**config.mk**
```make
export PLATFORM = sky130hd
export DESIGN_NAME = wb_packer
export DESIGN_NICKNAME = d
export VERILOG_FILES = /design/src/rtl/wb_packer.sv
export SDC_FILE = /design/constraint.sdc
export NUM_CORES = 1
export LEC_CHECK = 0
export BUFFER_PORTS_ARGS = -buffer_cell sky130_fd_sc_hd__buf_4
export CAP_MARGIN = 20
export CORE_ASPECT_RATIO = 0.7
export CORE_MARGIN = 1
export CORE_UTILIZATION = 49
export CTS_CLUSTER_DIAMETER = 30
export DETAILED_ROUTE_END_ITERATION = 6
export GPL_TIMING_DRIVEN = 0
export PLACE_DENSITY_LB_ADDON = 0.3
export SYNTH_ARGS = -nofsm -noshare
export SYNTH_HDL_FRONTEND = slang
export SYNTH_SLANG_ARGS = --single-unit
```
**constraint.sdc**
```tcl
create_clock -name ck -period 3.6 [get_ports ck]
set_input_delay 0.54 -clock ck [delete_from_list [all_inputs] [get_ports ck]]
set_output_delay 0.54 -clock ck [all_outputs]
set_load 0.01 [all_outputs]
```
**src/rtl/wb_packer.sv**
```systemverilog
// Packs ReLU result lanes to saturated 4-bit nibbles and queues them for ordered
// writes into the even/odd activation banks, signalling when a layer has fully drained.
module wb_packer #(
  parameter int N  = 8,
  parameter int W  = 8,
  parameter int AW = 10,
  parameter int D  = 4
) (
  input  logic              ck,
  input  logic              rst,
  input  logic              i_wr,
  input  logic              i_ev_odd_n,
  input  logic [AW-1:0]     i_even_addr,
  input  logic [AW-1:0]     i_odd_addr,
  input  logic [N*W-1:0]    i_data,
  input  logic              i_last,
  output logic              o_mem_even_we,
  output logic              o_mem_odd_we,
  output logic [AW-1:0]     o_mem_even_addr,
  output logic [AW-1:0]     o_mem_odd_addr,
  output logic [4*W-1:0]    o_mem_even_data,
  output logic [4*W-1:0]    o_mem_odd_data,
  input  logic              i_mem_even_gnt,
  input  logic              i_mem_odd_gnt,
  output logic              o_full,
  output logic              o_empty,
  output logic              o_ovf,
  output logic              o_done
);

  localparam int PW = (D > 1) ? $clog2(D) : 1;
  localparam int CW = $clog2(D + 1);

  typedef enum logic [1:0] {IDLE, ACTIVE, DRAIN, DONE} state_t;

  state_t            state_q, state_d;
  logic [PW-1:0]     wr_ptr_q, wr_ptr_d;
  logic [PW-1:0]     rd_ptr_q, rd_ptr_d;
  logic [CW-1:0]     count_q, count_d;
  logic              full_q, full_d;
  logic              empty_q, empty_d;
  logic              ovf_q, ovf_d;

  logic              bank_q [D];
  logic              bank_d [D];
  logic [AW-1:0]     addr_q [D];
  logic [AW-1:0]     addr_d [D];
  logic [4*W-1:0]    data_q [D];
  logic [4*W-1:0]    data_d [D];

  logic [4*W-1:0]    packed_word;
  logic              head_valid;
  logic              head_bank;
  logic [AW-1:0]     head_addr;
  logic [4*W-1:0]    head_data;
  logic              pop;
  logic              push;

  // Each lane is unsigned; anything above 15 clamps to 15.
  for (genvar gi = 0; gi < W; gi++) begin : g_lane
    logic [N-1:0] lane;
    assign lane = i_data[N*W-1-gi*N -: N];
    assign packed_word[4*W-1-gi*4 -: 4] = (lane > N'(15)) ? 4'hF : lane[3:0];
  end

  // Gating with rst keeps a pending head from being written during the reset cycle.
  assign head_valid = !empty_q && !rst;
  assign head_bank  = bank_q[rd_ptr_q];
  assign head_addr  = addr_q[rd_ptr_q];
  assign head_data  = data_q[rd_ptr_q];

  assign o_mem_even_we   = head_valid && head_bank;
  assign o_mem_odd_we    = head_valid && !head_bank;
  assign o_mem_even_addr = (head_valid && head_bank)  ? head_addr : '0;
  assign o_mem_odd_addr  = (head_valid && !head_bank) ? head_addr : '0;
  assign o_mem_even_data = (head_valid && head_bank)  ? head_data : '0;
  assign o_mem_odd_data  = (head_valid && !head_bank) ? head_data : '0;

  assign o_full  = full_q;
  assign o_empty = empty_q;
  assign o_ovf   = ovf_q;
  assign o_done  = (state_q == DONE);

  always_comb begin
    pop      = head_valid && (head_bank ? i_mem_even_gnt : i_mem_odd_gnt);
    push     = i_wr && (!full_q || pop);
    wr_ptr_d = wr_ptr_q;
    rd_ptr_d = rd_ptr_q;
    bank_d   = bank_q;
    addr_d   = addr_q;
    data_d   = data_q;
    if (push) begin
      bank_d[wr_ptr_q] = i_ev_odd_n;
      addr_d[wr_ptr_q] = i_ev_odd_n ? i_even_addr : i_odd_addr;
      data_d[wr_ptr_q] = packed_word;
      wr_ptr_d = (wr_ptr_q == PW'(D - 1)) ? '0 : wr_ptr_q + 1'b1;
    end
    if (pop) begin
      rd_ptr_d = (rd_ptr_q == PW'(D - 1)) ? '0 : rd_ptr_q + 1'b1;
    end
    count_d = count_q + CW'(push) - CW'(pop);
    full_d  = (count_d == CW'(D));
    empty_d = (count_d == '0);
    // A word arriving while full with no head leaving is lost.
    ovf_d   = ovf_q || (i_wr && full_q && !pop);
  end

  always_comb begin
    state_d = state_q;
    case (state_q)
      IDLE: begin
        if (i_last)    state_d = DRAIN;
        else if (i_wr) state_d = ACTIVE;
      end
      ACTIVE: if (i_last) state_d = DRAIN;
      DRAIN:  if (count_d == '0) state_d = DONE;
      DONE:   state_d = IDLE;
      default: state_d = IDLE;
    endcase
  end

  always_ff @(posedge ck) begin
    if (rst) begin
      state_q  <= IDLE;
      wr_ptr_q <= '0;
      rd_ptr_q <= '0;
      count_q  <= '0;
      full_q   <= 1'b0;
      empty_q  <= 1'b1;
      ovf_q    <= 1'b0;
    end else begin
      state_q  <= state_d;
      wr_ptr_q <= wr_ptr_d;
      rd_ptr_q <= rd_ptr_d;
      count_q  <= count_d;
      full_q   <= full_d;
      empty_q  <= empty_d;
      ovf_q    <= ovf_d;
    end
  end

  // Storage needs no reset: entries are only observed through the occupancy flags.
  always_ff @(posedge ck) begin
    bank_q <= bank_d;
    addr_q <= addr_d;
    data_q <= data_d;
  end

endmodule

```
=== Word-level counts from Yosys, hierarchy flattened ===
Cells that the tools add are included.

* Flip-flop bits (word level): 184
* Output and inout port bits: 90
* Logic and storage cells: 102

* Add/sub/neg operators: 4
* Magnitude comparators: 11
* Equality and inequality tests: 9
* Multiplexer cells: 39
* Bitwise logic cells: 2
* Reduce and logical (&&, ||, !) cells: 18

{| class="wikitable"
|+ Operators with widths
! operator !! number
|-
| two-way mux 32 bit || 5
|-
| bitwise mux 128 bit || 1
|-
| binary-select mux 32 bit (select 2 bit) || 1
|-
| demux 32 bit (select 2 bit) || 1
|-
| > comparator 8 x 4 -> 1 bit (second input constant) || 8
|-
| two-way mux 10 bit || 6
|-
| bitwise mux 40 bit || 1
|-
| two-way mux 4 bit || 8
|-
| binary-select mux 10 bit (select 2 bit) || 1
|-
| demux 10 bit (select 2 bit) || 1
|-
| two-way mux 2 bit || 6
|-
| == test 2 bit (second input constant) || 4
|-
| logical AND 1 bit || 8
|-
| one-hot mux 2 bit (4 select lines) || 1
|-
| greater-or-equal comparator 3 bit (second input constant) || 2
|-
| NOT 2 -> 3 bit || 2
|-
| logical NOT 1 bit || 5
|-
| adder 2 x 1 -> 2 bit (second input constant) || 2
|-
| bitwise mux 4 bit || 1
|-
| two-way mux 1 bit || 4
|-
| != test 2 bit (second input constant) || 2
|-
| adder 3 x 1 -> 3 bit || 1
|-
| == test 3 bit (second input constant) || 1
|-
| logical NOT 3 bit || 1
|-
| other kinds (9) || 10
|}

=== Longest topological paths before layout ===
Gate-level depths: netlist of run 1.

* Depth in word-level cells: 13
* Gate-level depth with buffers: 14

=== Worst setup path after synthesis of run 1 ===
Ideal clock, no wire load.

* Path kind: register to register
* Start: register rd_ptr_q[0]
* End: register state_q[0]
* Library setup time: 0.091 ns
* Arrival: 3.461 ns
* Setup slack: 0.048 ns
* Cell stages (with the launch flop): 15
* Clock period less this slack: 3.552 ns
* Cell sequence: dfxtp_1 buf_4 mux4_2 buf_6 mux2i_4 o21ai_1 nand2_1 ha_1 inv_1 ha_1 fa_1 xnor3_1 o21ai_0 a21oi_1 a311oi_1

* Word-level cells in the longest chain between the ends: 13

{| class="wikitable"
|+ RTL lines
! what !! RTL line !! source
|-
| start, declared || 38 || <nowiki>logic [PW-1:0] rd_ptr_q, rd_ptr_d;</nowiki>
|-
| start signal, assigned || 134 || <nowiki>rd_ptr_q <= rd_ptr_d;</nowiki>
|-
| NOT 2 -> 3 bit (not written as such) * || 68 || <nowiki>assign head_bank = bank_q[rd_ptr_q];</nowiki>
|-
| binary-select mux 1 bit (select 2 bit) * || 68 ||
|-
| two-way mux 1 bit (not written as such) * (2 in a row) || 68 ||
|-
| two-way mux 1 bit * || 85 || <nowiki>pop = head_valid && (head_bank ? i_mem_even_gnt : i_mem_odd_gnt);</nowiki>
|-
| logical AND 1 bit * || 85 ||
|-
| logical OR 1 bit || 86 || <nowiki>push = i_wr && (!full_q || pop);</nowiki>
|-
| logical AND 1 bit || 86 ||
|-
| adder 3 x 1 -> 3 bit || 101 || <nowiki>count_d = count_q + CW'(push) - CW'(pop);</nowiki>
|-
| subtractor 3 x 1 -> 3 bit * || 101 ||
|-
| logical NOT 3 bit * || 116 || <nowiki>DRAIN: if (count_d == '0) state_d = DONE;</nowiki>
|-
| != test 2 bit (no line) * || n/a ||
|-
| AND reduction 3 bit (no line) * || n/a ||
|-
| end signal, assigned || 132 || <nowiki>state_q <= state_d;</nowiki>
|-
| end, declared || 36 || <nowiki>state_t state_q, state_d;</nowiki>
|}

Every way passes the cells marked *; elsewhere a longest branch is shown, timed or not. The select of a mux whose other input is x is not followed.
A chain may end at the register's enable or synchronous reset.

=== Worst setup path in the final report of run 1 ===
* Start: register rd_ptr_q[0]
* End: register state_q[1]

* Word-level cells in the longest chain between the ends: 13

{| class="wikitable"
|+ RTL lines
! what !! RTL line !! source
|-
| NOT 2 -> 3 bit (not written as such) * || 68 ||
|-
| binary-select mux 1 bit (select 2 bit) * || 68 ||
|-
| two-way mux 1 bit (not written as such) * (2 in a row) || 68 ||
|-
| two-way mux 1 bit * || 85 ||
|-
| logical AND 1 bit * || 85 ||
|-
| logical OR 1 bit || 86 ||
|-
| logical AND 1 bit || 86 ||
|-
| adder 3 x 1 -> 3 bit || 101 ||
|-
| subtractor 3 x 1 -> 3 bit * || 101 ||
|-
| via count_d[1] || 39 || <nowiki>logic [CW-1:0] count_q, count_d;</nowiki>
|-
| logical NOT 3 bit * || 116 ||
|-
| != test 2 bit (no line) * || n/a ||
|-
| AND reduction 3 bit (no line) * || n/a ||
|}

Mark *: on every way through the listed nets, which the timed path passes. The rest lies on a longest branch. The select of a mux whose other input is x is not followed.

==> impl_metrics.csv, run 1 <==
group,metric,value,unit
flow_run,maxCapViolCount,0,
global_routing,grtUsageTotal,0.216,
synth,synth_compound_area_frac,0.0142,
synth,synthSimpleGateAreaFrac,0.117,
setup_path,crit_fanout,8,
worst_hold_path,hold_path.class,"in -> reg",
clock_network,clock_sinks,184,
die,die_area,16700,µm²
final_layout,final_nets,778,
detailed_routing,drtPass1Iterations,5,
synth,synthFlopType,"edfxtp_1",
synth,synth_xor_area_frac,0.00504,
synth,netlist_area,7950,µm²
setup_path,endpoint_kind,"flip-flop",
final_layout,synthToLayoutAreaGrowth,29.5,%
clock_network,clkLatencyLatePin,430,ps
timing,tightestPinTransition,962,ps
placement,place_ws,-498,ps
detailed_routing,drtAntennaViolNets,0,
final_layout,final_common_cell,"buf_4",
pwr,powerDensity,583,nW/µm²
global_routing,grt_pass1_vias,4945,
die,initial_core_util,0.506,
timing,timing.setup.tns,0,ps
global_routing,overflow,0,
timing,relSlewSlack,0.357,
synth,synth-edff-count,172,
detailed_routing,drc,0,
synth,synth_fa_ha_area_frac,0.0214,
clock_network,root_buffer,"clkbuf_16",
die,die_y,109,µm
clock_network,clkSlewWorstSetupHoldPaths,70,ps
status,status,"finished, final reports clean",
synth,syn-num-nets,567,
synth,yosys-mux-area-fraction,0.143,
detailed_routing,via_per_inst,5.52,
timing,rsz0062_at_grt,"true",
die,core_region_area,15700,µm²
synth,ys_types,37,
timing,drv_slew,0,
detailed_routing,routed_wl,17.1,mm
synth,ys_seq_elements,184,
placement,dp_cells,847,
clock_network,clk_path_buf_depth,2,
die,io_pins,181,
placement,port-buffer-count,180,
placement,hpwl,11.7,mm
timing,hold_slack,327,ps
timing,fin_worst_skew,10.6,ps
clock_network,cts_tree,"done",
synth,synth.avg_cell_area,17.2,µm²
synth,yosysSeqAreaShare,0.680,
timing,final-setup-viol-count,0,
detailed_routing,wl_per_cell,19.3,µm
timing,finalHoldViolations,0,
die,rows,38,
final_layout,instances_no_fill,887,
synth,synth_top_family_by_area,"multiplexers",
setup_path,cp.required,3930,ps
timing,fmax,287,MHz
final_layout,n_antenna_cell,0,
timing,layout_min_cycle_time,3490,ps
global_routing,antenna_found_initial,1,
die,dieWidth,154,µm
synth,ys_async_sr_fraction,0,
timing,fin_ws,111,ps
detailed_routing,vias,4893,
synth,yosys_warnings,0,
clock_network,cts_made_buffers,17,
pwr,p_leak,0.00376,µW
timing,period_share,0.969,
setup_path,arrival,3820,ps
synth,synthCells,463,
pwr,irDropWorstVdd,0.318,mV
detailed_routing,drtIter0Drc,296,
final_layout,mostFrequentLayoutCells,"buf_4, edfxtp_1, mux4_2, and2_1, and3_1",
placement,gp_congestion,0.772,
clock_network,h-tree-depth,4,
setup_path,path_class,"reg -> reg",
setup_path,start_kind,"flip-flop",
global_routing,grt_pass1_wl,25.9,mm
final_layout,drive_above_1_share,0.429,
global_routing,grt_max_degree,25,
what timing repair did:
action,CTS,global route
pin swaps,3,5
setup buffers,2,6
gates resized for setup,6,6
hold buffers,0,0
setup endpoints to repair,2,2
Yosys cell counts (all sizes together), types with 2 or more instances:
| master | n | share of area |
|---|---|---|
| edfxtp | 172 | 0.65 |
| and3 | 46 | 0.036 |
| and2 | 43 | 0.034 |
| mux4 | 43 | 0.12 |
| nand2b | 32 | 0.025 |
| clkbuf | 18 | 0.0085 |
| dfxtp | 12 | 0.030 |
| ha | 12 | 0.019 |
| inv | 11 | 0.0052 |
| mux2 | 11 | 0.016 |
| nor4 | 9 | 0.0071 |
| buf | 8 | 0.0060 |
| nor2 | 6 | 0.0032 |
| o21ai | 6 | 0.0038 |
| a21oi | 5 | 0.0031 |
| nand3 | 4 | 0.0025 |
| nor2b | 4 | 0.0031 |
| mux2i | 3 | 0.0054 |
| a311oi | 2 | 0.0022 |
| o2111ai | 2 | 0.0022 |
| or2 | 2 | 0.0016 |
| or4 | 2 | 0.0019 |
| xnor2 | 2 | 0.0022 |
cell type report:
type	instances	area [µm²]
clock inverters	15	124
flip-flops and latches	184	5410
clock buffers	17	425
fillers	1137	5400
inverters	11	41.3
plain buffers	26	128
multi-input cells	242	2420
repair buffers	192	1490
well taps	200	250
per-stage QoR:
stage	utilization	total power, µW	instance area [µm²]
after floorplan	-	3560	7950
after global placement	0.608	4130	9550
after detailed placement	0.614	4220	9630
after CTS	0.652	5980	10200
after global routing	0.656	6270	10300
final	0.656	6000	10300
metal layers:
layer / vias up / global-route usage / routed length (µm)
li1: 2229 / - / -
met1: 2400 / 0.276 / 7140
met2: 244 / 0.361 / 8380
met3: 20 / 0.0605 / 1380
met4: 0 / 0.0671 / 191
met5: - / 0 / 0
critical path, stage by stage, from the launching register on:
cell and delay [ps]:
dfxtp_2 340, buf_6 100, mux4_2 520, buf_12 160, mux2i_4 220, o21ai_4 180
nand2_1 70, ha_1 260, inv_1 40, ha_1 180, fa_1 480, or2_4 270
o21ai_4 200, a21oi_2 90, a311oi_2 270
cell families after synthesis:
| family | Yosys count |
|---|---|
| AND/OR/NAND/NOR | 151 |
| AO/OA/AOI/OAI | 18 |
| adder cells (fa/ha/maj) | 13 |
| multiplexers | 57 |
| flip-flops | 184 |
| buffers and inverters | 37 |
| XOR/XNOR | 3 |
registers in the layout (all words and copies together), names as in the netlist:
name / cells
addr_q: 40
bank_q: 4
count_q: 3
data_q: 128
o_empty: 1
o_full: 1
o_ovf: 1
rd_ptr_q: 2
state_q: 2
wr_ptr_q: 2
worst paths after layout:
check | startpoint | to | slack, ps | cells past startpoint
max | rd_ptr_q[0] | state_q[1] | 110 | 14
min | i_ev_odd_n | bank_q[1] | 330 | 1
max reg2reg | rd_ptr_q[0] | state_q[1] | 110 | 14
min reg2reg | o_ovf | o_ovf | 460 | 2
power by group:
part	total, µW	internal, µW	switching [µW]
clock network	1720	951	772
logic	1580	748	830
registers	2700	2610	86.0
Power figures use the tool's default switching activity.
==> run 2, diff against run 1 <==
--- a/config.mk
+++ b/config.mk
@@ -9,7 +9,7 @@
 export CAP_MARGIN = 20
 export CORE_ASPECT_RATIO = 0.7
 export CORE_MARGIN = 1
-export CORE_UTILIZATION = 49
+export CORE_UTILIZATION = 35
 export CTS_CLUSTER_DIAMETER = 30
 export DETAILED_ROUTE_END_ITERATION = 6
 export GPL_TIMING_DRIVEN = 0
==> impl_metrics.csv, run 2 (same netlist as run 1, synthesis figures left out) <==
group,metric,value,unit
setup_path,cp_cell_sequence,"buf_6 > mux4_2 > buf_6 > mux2i_4 > o21ai_2 > nand2_1 > ha_1 > inv_1 > ha_1 > fa_1 > or2_2 > o21ai_2 > a21oi_1 > a311oi_1",
final_layout,n_antenna_cell,0,
clock_network,clkLatencyLatePin,430,ps
placement,gp_congestion,0.712,
detailed_routing,wl_met2,8.71,mm
setup_path,worst_r2r_endpoint,"state_q[0]",
final_layout,final_cell_area,10400,µm²
detailed_routing,wl_per_cell,19.0,µm
detailed_routing,drtAntennaViolNets,0,
die,initial_core_util,0.362,
timing,fin_worst_skew,9.79,ps
timing,drv_slew,0,
clock_network,cts_made_buffers,17,
setup_path,arrival,3790,ps
placement,hpwl,12.6,mm
detailed_routing,met3WireLength,861,µm
global_routing,grt_max_degree,29,
setup_path,endpoint_kind,"flip-flop",
timing,period_share,0.961,
die,die_area,23300,µm²
global_routing,antenna_found_initial,0,
timing,rsz0062_at_grt,"false",
detailed_routing,via_per_inst,4.98,
worst_hold_path,whs_endpoint,"bank_q[1]",
setup_path,ff2ff_setup_slack,140,ps
final_layout,multi_input_comb_area,2400,µm²
global_routing,grtUsageTotal,0.163,
detailed_routing,dr.max_layer_used,"met4",
worst_hold_path,hold_path.class,"in -> reg",
final_layout,drive_above_1_share,0.426,
pwr,p_leak,0.00375,µW
placement,place_ws,-420,ps
setup_path,start_kind,"flip-flop",
pwr,powerDensity,584,nW/µm²
clock_network,h-tree-depth,4,
pwr,p_total,6040,µW
die,io_pins,181,
placement,placed_area,9730,µm²
clock_network,cts_tree,"done",
global_routing,grt_pass1_wl,27.7,mm
status,status,"finished, final reports clean",
timing,relSlewSlack,0.356,
setup_path,path_class,"reg -> reg",
final_layout,fillCellCount,1925,
worst_hold_path,min_from,"i_ev_odd_n",
clock_network,clkSlewWorstSetupHoldPaths,70,ps
placement,port-buffer-count,180,
pwr,irDropWorstVdd,0.345,mV
setup_path,slowest_stage,"mux4_2",
final_layout,final_nets,773,
setup_path,cp.required,3940,ps
final_layout,mostFrequentLayoutCells,"buf_4, edfxtp_1, mux4_2, and2_1, and3_1",
global_routing,grt_pass1_vias,4915,
final_layout,largest_reg_flops,128,
detailed_routing,vias,4798,
detailed_routing,m1WireLength,8.58,mm
final_layout,reg.largest.list,"data_q: 128 flops, addr_q: 40 flops, bank_q: 4 flops",
clock_network,clock_sinks,184,
final_layout,top_register,"data_q",
timing,layout_min_cycle_time,3460,ps
final_layout,final_core_util,0.472,
detailed_routing,drtIter0Drc,353,
final_layout,synthToLayoutAreaGrowth,30.3,%
die,rows,45,
timing,timing.setup.tns,0,ps
clock_network,root_buffer,"clkbuf_16",
die,die_y,128,µm
clock_network,ctsHoldBuffers,0,
detailed_routing,routed_wl,18.3,mm
flow_run,maxCapViolCount,0,
detailed_routing,drtPass1Iterations,5,
timing,final-setup-viol-count,0,
detailed_routing,drc,0,
setup_path,crit_fanout,10,
die,core_region_area,22000,µm²
timing,fin_ws,141,ps
worst_hold_path,holdPathStages,1,
clock_network,clk_path_buf_depth,2,
setup_path,max_stage_delay,490,ps
setup_path,worstReg2RegStart,"rd_ptr_q[0]",
setup_path,rr_worst_depth,14,
timing,tightestPinTransition,957,ps
global_routing,overflow,0,
die,dieWidth,182,µm
final_layout,seq_area,5410,µm²
timing,fmax,289,MHz
final_layout,final_common_cell,"buf_4",
timing,finalHoldViolations,0,
## run 2: cell types whose count changed in the layout (fill, tap and decap cells not counted), sizes merged
| cell | change |
|---|---|
| buf | -5 |
| clkinv | -2 |
| clkinvlp | -1 |
| inv | +2 |
## run 2: layout make-up
| class | instances | share of cell area |
|---|---|---|
| Buffer | 26 | 0.0115 |
| Inverter | 11 | 0.00399 |
| Clock buffer | 17 | 0.0411 |
| Tap cell | 282 | 0.0341 |
| Clock inverter | 14 | 0.0155 |
| Sequential cell | 184 | 0.522 |
| Multi-Input combinational cell | 242 | 0.231 |
| Timing Repair Buffer | 187 | 0.140 |
## run 2: worst max path at each step
stage	cells past startpoint	slack [ps]	startpoint	to
after floorplan	14	50	rd_ptr_q[0]	state_q[0]
after global placement	6	-530	rd_ptr_q[0]	addr_q[36]
after detailed placement	14	-420	rd_ptr_q[0]	state_q[1]
after CTS	14	80	rd_ptr_q[0]	state_q[1]
after global routing	14	4	rd_ptr_q[0]	state_q[1]
final	14	140	rd_ptr_q[0]	state_q[0]
## run 2: where the power goes
part           internal (µW)  switching, µW  total [µW]
Combinational            701            821        1520
Sequential              2610           86.1        2690
Clock                    983            845        1830
Total                   4290           1750        6040
## run 2: repair_timing
action,in CTS,in global routing
gates resized for setup,4,1
setup endpoints to repair,2,2
hold endpoints to repair,0,0
cloned,0,0
pin swaps,2,3
buffers inserted,2,1
## run 2: worst max-delay path: cells and delay by family, from the launching register on
kind	cells	cell delay, ps
DFF	1	340
and+or+nand+nor	2	400
AOI/OAI and AO/OA	4	700
muxes	2	720
buffers and inverters	3	310
adders and majority gates	3	890
## run 2: layer usage
layer  up-vias  track usage
met5         -            0
met4         0       0.0425
met3        16       0.0361
met2       148        0.260
met1      2411        0.226
li1       2223            -
## run 2: metrics by stage
step / cells / hold slack (ps)
after global placement: 925 / 445
after floorplan: 463 / 470
after global routing: 963 / 305
after CTS: 962 / 310
after detailed placement: 929 / 445
final: 963 / 325
==> run 3, diff against run 2 <==
--- a/config.mk
+++ b/config.mk
@@ -14,6 +14,7 @@
 export DETAILED_ROUTE_END_ITERATION = 6
 export GPL_TIMING_DRIVEN = 0
 export PLACE_DENSITY_LB_ADDON = 0.3
+export REMOVE_ABC_BUFFERS = 1
 export SYNTH_ARGS = -nofsm -noshare
 export SYNTH_HDL_FRONTEND = slang
 export SYNTH_SLANG_ARGS = --single-unit
==> impl_metrics.csv, run 3 (same netlist as run 1, synthesis figures left out) <==
group,metric,value,unit
status,status,"finished, final reports clean",
setup_path,worstReg2RegStart,"bank_q[0]",
die,core_region_area,22000,µm²
final_layout,mostFrequentLayoutCells,"buf_4, edfxtp_1, mux4_2",
timing,layout_min_cycle_time,3480,ps
worst_hold_path,whs_endpoint,"rd_ptr_q[0]",
pwr,p_sw,1740,µW
timing,final-setup-viol-count,0,
final_layout,synthToLayoutAreaGrowth,31.0,%
pwr,power_frac_clock,0.289,
clock_network,clkSlewWorstSetupHoldPaths,70,ps
global_routing,grtUsageTotal,0.167,
setup_path,slowest_stage,"mux4_4",
setup_path,rr_worst_depth,12,
clock_network,clkLatencyLatePin,420,ps
worst_hold_path,min_from,"rst",
setup_path,worst_r2r_endpoint,"state_q[0]",
detailed_routing,via_per_inst,5.07,
die,die_y,128,µm
setup_path,ff2ff_setup_slack,120,ps
worst_hold_path,hold_path.class,"in -> reg",
pwr,powerDensity,580,nW/µm²
clock_network,ctsHoldBuffers,0,
die,dieWidth,182,µm
global_routing,antenna_found_initial,2,
timing,fmax,287,MHz
detailed_routing,drtAntennaViolNets,0,
setup_path,crit_fanout,6,
pwr,p_seq_frac,0.448,
placement,hpwl,11.1,mm
setup_path,cp_cell_sequence,"mux4_4 > mux2i_4 > o21ai_2 > nand2_1 > ha_1 > inv_1 > ha_1 > fa_1 > or2_4 > o21ai_4 > a21oi_1 > a311oi_1",
timing,drv_slew,0,
global_routing,grt_pass1_vias,4748,
global_routing,grt_max_degree,47,
setup_path,arrival,3810,ps
placement,gp_congestion,0.737,
setup_path,worst_path_most_repeated_cell,"ha_1",
placement,port-buffer-count,180,
final_layout,final_common_cell,"buf_4",
final_layout,top_register,"data_q",
detailed_routing,drtIter0Drc,325,
timing,period_share,0.967,
pwr,p_leak,0.00375,µW
pwr,irDropWorstVdd,0.292,mV
detailed_routing,wl_per_cell,20.2,µm
setup_path,path_class,"reg -> reg",
detailed_routing,drtPass1Iterations,4,
detailed_routing,drc,0,
clock_network,h-tree-depth,4,
clock_network,cts_made_buffers,17,
setup_path,endpoint_kind,"flip-flop",
clock_network,cts_tree,"done",
global_routing,grt_pass1_wl,28.0,mm
final_layout,largest_reg_flops,128,
global_routing,overflow,0,
die,rows,45,
timing,relSlewSlack,0.302,
detailed_routing,routed_wl,19.2,mm
pwr,p_comb_frac,0.263,
placement,place_ws,-1170,ps
final_layout,drive_above_1_share,0.442,
die,die_area,23300,µm²
timing,fin_worst_skew,11.2,ps
setup_path,crit_start,"bank_q[0]",
flow_run,maxCapViolCount,0,
final_layout,reg.largest.list,"data_q: 128 flops, addr_q: 40 flops, bank_q: 4 flops",
timing,finalHoldViolations,0,
setup_path,start_kind,"flip-flop",
final_layout,n_antenna_cell,0,
worst_hold_path,holdPathStages,2,
die,io_pins,181,
setup_path,cp.required,3920,ps
final_layout,final_nets,761,
timing,tightestPinTransition,1040,ps
detailed_routing,vias,4826,
clock_network,clk_path_buf_depth,2,
pwr,swShare,0.288,
clock_network,root_buffer,"clkbuf_16",
pwr,p_int,4290,µW
setup_path,max_stage_delay,700,ps
timing,fin_ws,118,ps
die,initial_core_util,0.362,
clock_network,clock_sinks,184,
pwr,p_total,6030,µW
run 3: changes by cell type in the layout (fill, tap and decap cells not counted), sizes merged:
cell      change
inv           -1
buf           +3
clkinvlp      +1
nor2          +1
clkbuf       -17
mux4          +2
run 3: power groups by stage:
stage	clock (µW)	combinational [µW]	sequential, µW
global placement	0	1320	2800
finish	1740	1590	2700
CTS	1790	1570	2700
floorplan	0	760	2760
detailed placement	0	1440	2770
global route	1850	1730	2720
run 3: timing repair:
item,CTS,global route
setup buffers,10,1
cloned,2,1
gates resized for setup,5,3
setup endpoints to repair,137,44
pin swaps,3,3
run 3: worst max path at each step:
stage                       end  slack, ps  cells past startpoint
floorplan            state_q[0]      -1760                     12
global placement    data_q[108]      -3360                      4
finish               state_q[0]        120                     12
CTS                  state_q[0]         30                     12
detailed placement   state_q[0]      -1170                     12
global route         state_q[0]       -0.7                     12
run 3: layout make-up:
| cell class | instances | area [µm²] |
|---|---|---|
| clock inverter | 14 | 121 |
| clock buffer | 18 | 429 |
| timing repair buffer | 198 | 1570 |
| fill | 1902 | 11600 |
| tap | 282 | 353 |
| multi-input combinational | 245 | 2480 |
| inverter | 11 | 41.3 |
| sequential | 184 | 5410 |
run 3: routing by layer:
metal / GRT usage / share of wire
met3: 0.0381 / 0.067
met4: 0.0479 / 0.014
met1: 0.228 / 0.45
met5: 0 / 0
met2: 0.268 / 0.47
run 3: stage by stage:
| stage | hold slack (ps) | area, µm² | util | instances | TNS [ps] |
|---|---|---|---|---|---|
| floorplan | 463 | 7830 | - | 437 | -260670 |
| global placement | 437 | 9530 | 0.434 | 899 | -764960 |
| detailed placement | 452 | 9680 | 0.441 | 905 | -13430 |
| CTS | 376 | 10400 | 0.472 | 949 | 0 |
| global route | 396 | 10400 | 0.474 | 952 | -0.690 |
| finish | 420 | 10400 | 0.474 | 952 | 0 |
run 3: critical path: cells and delay by family, from the launching register on:
kind            cells  cell delay [ps]
compound gates      4              740
mux                 2              960
simple gates        2              350
buf+inv             1               40
flops               1              390
fa+ha+maj           3              910
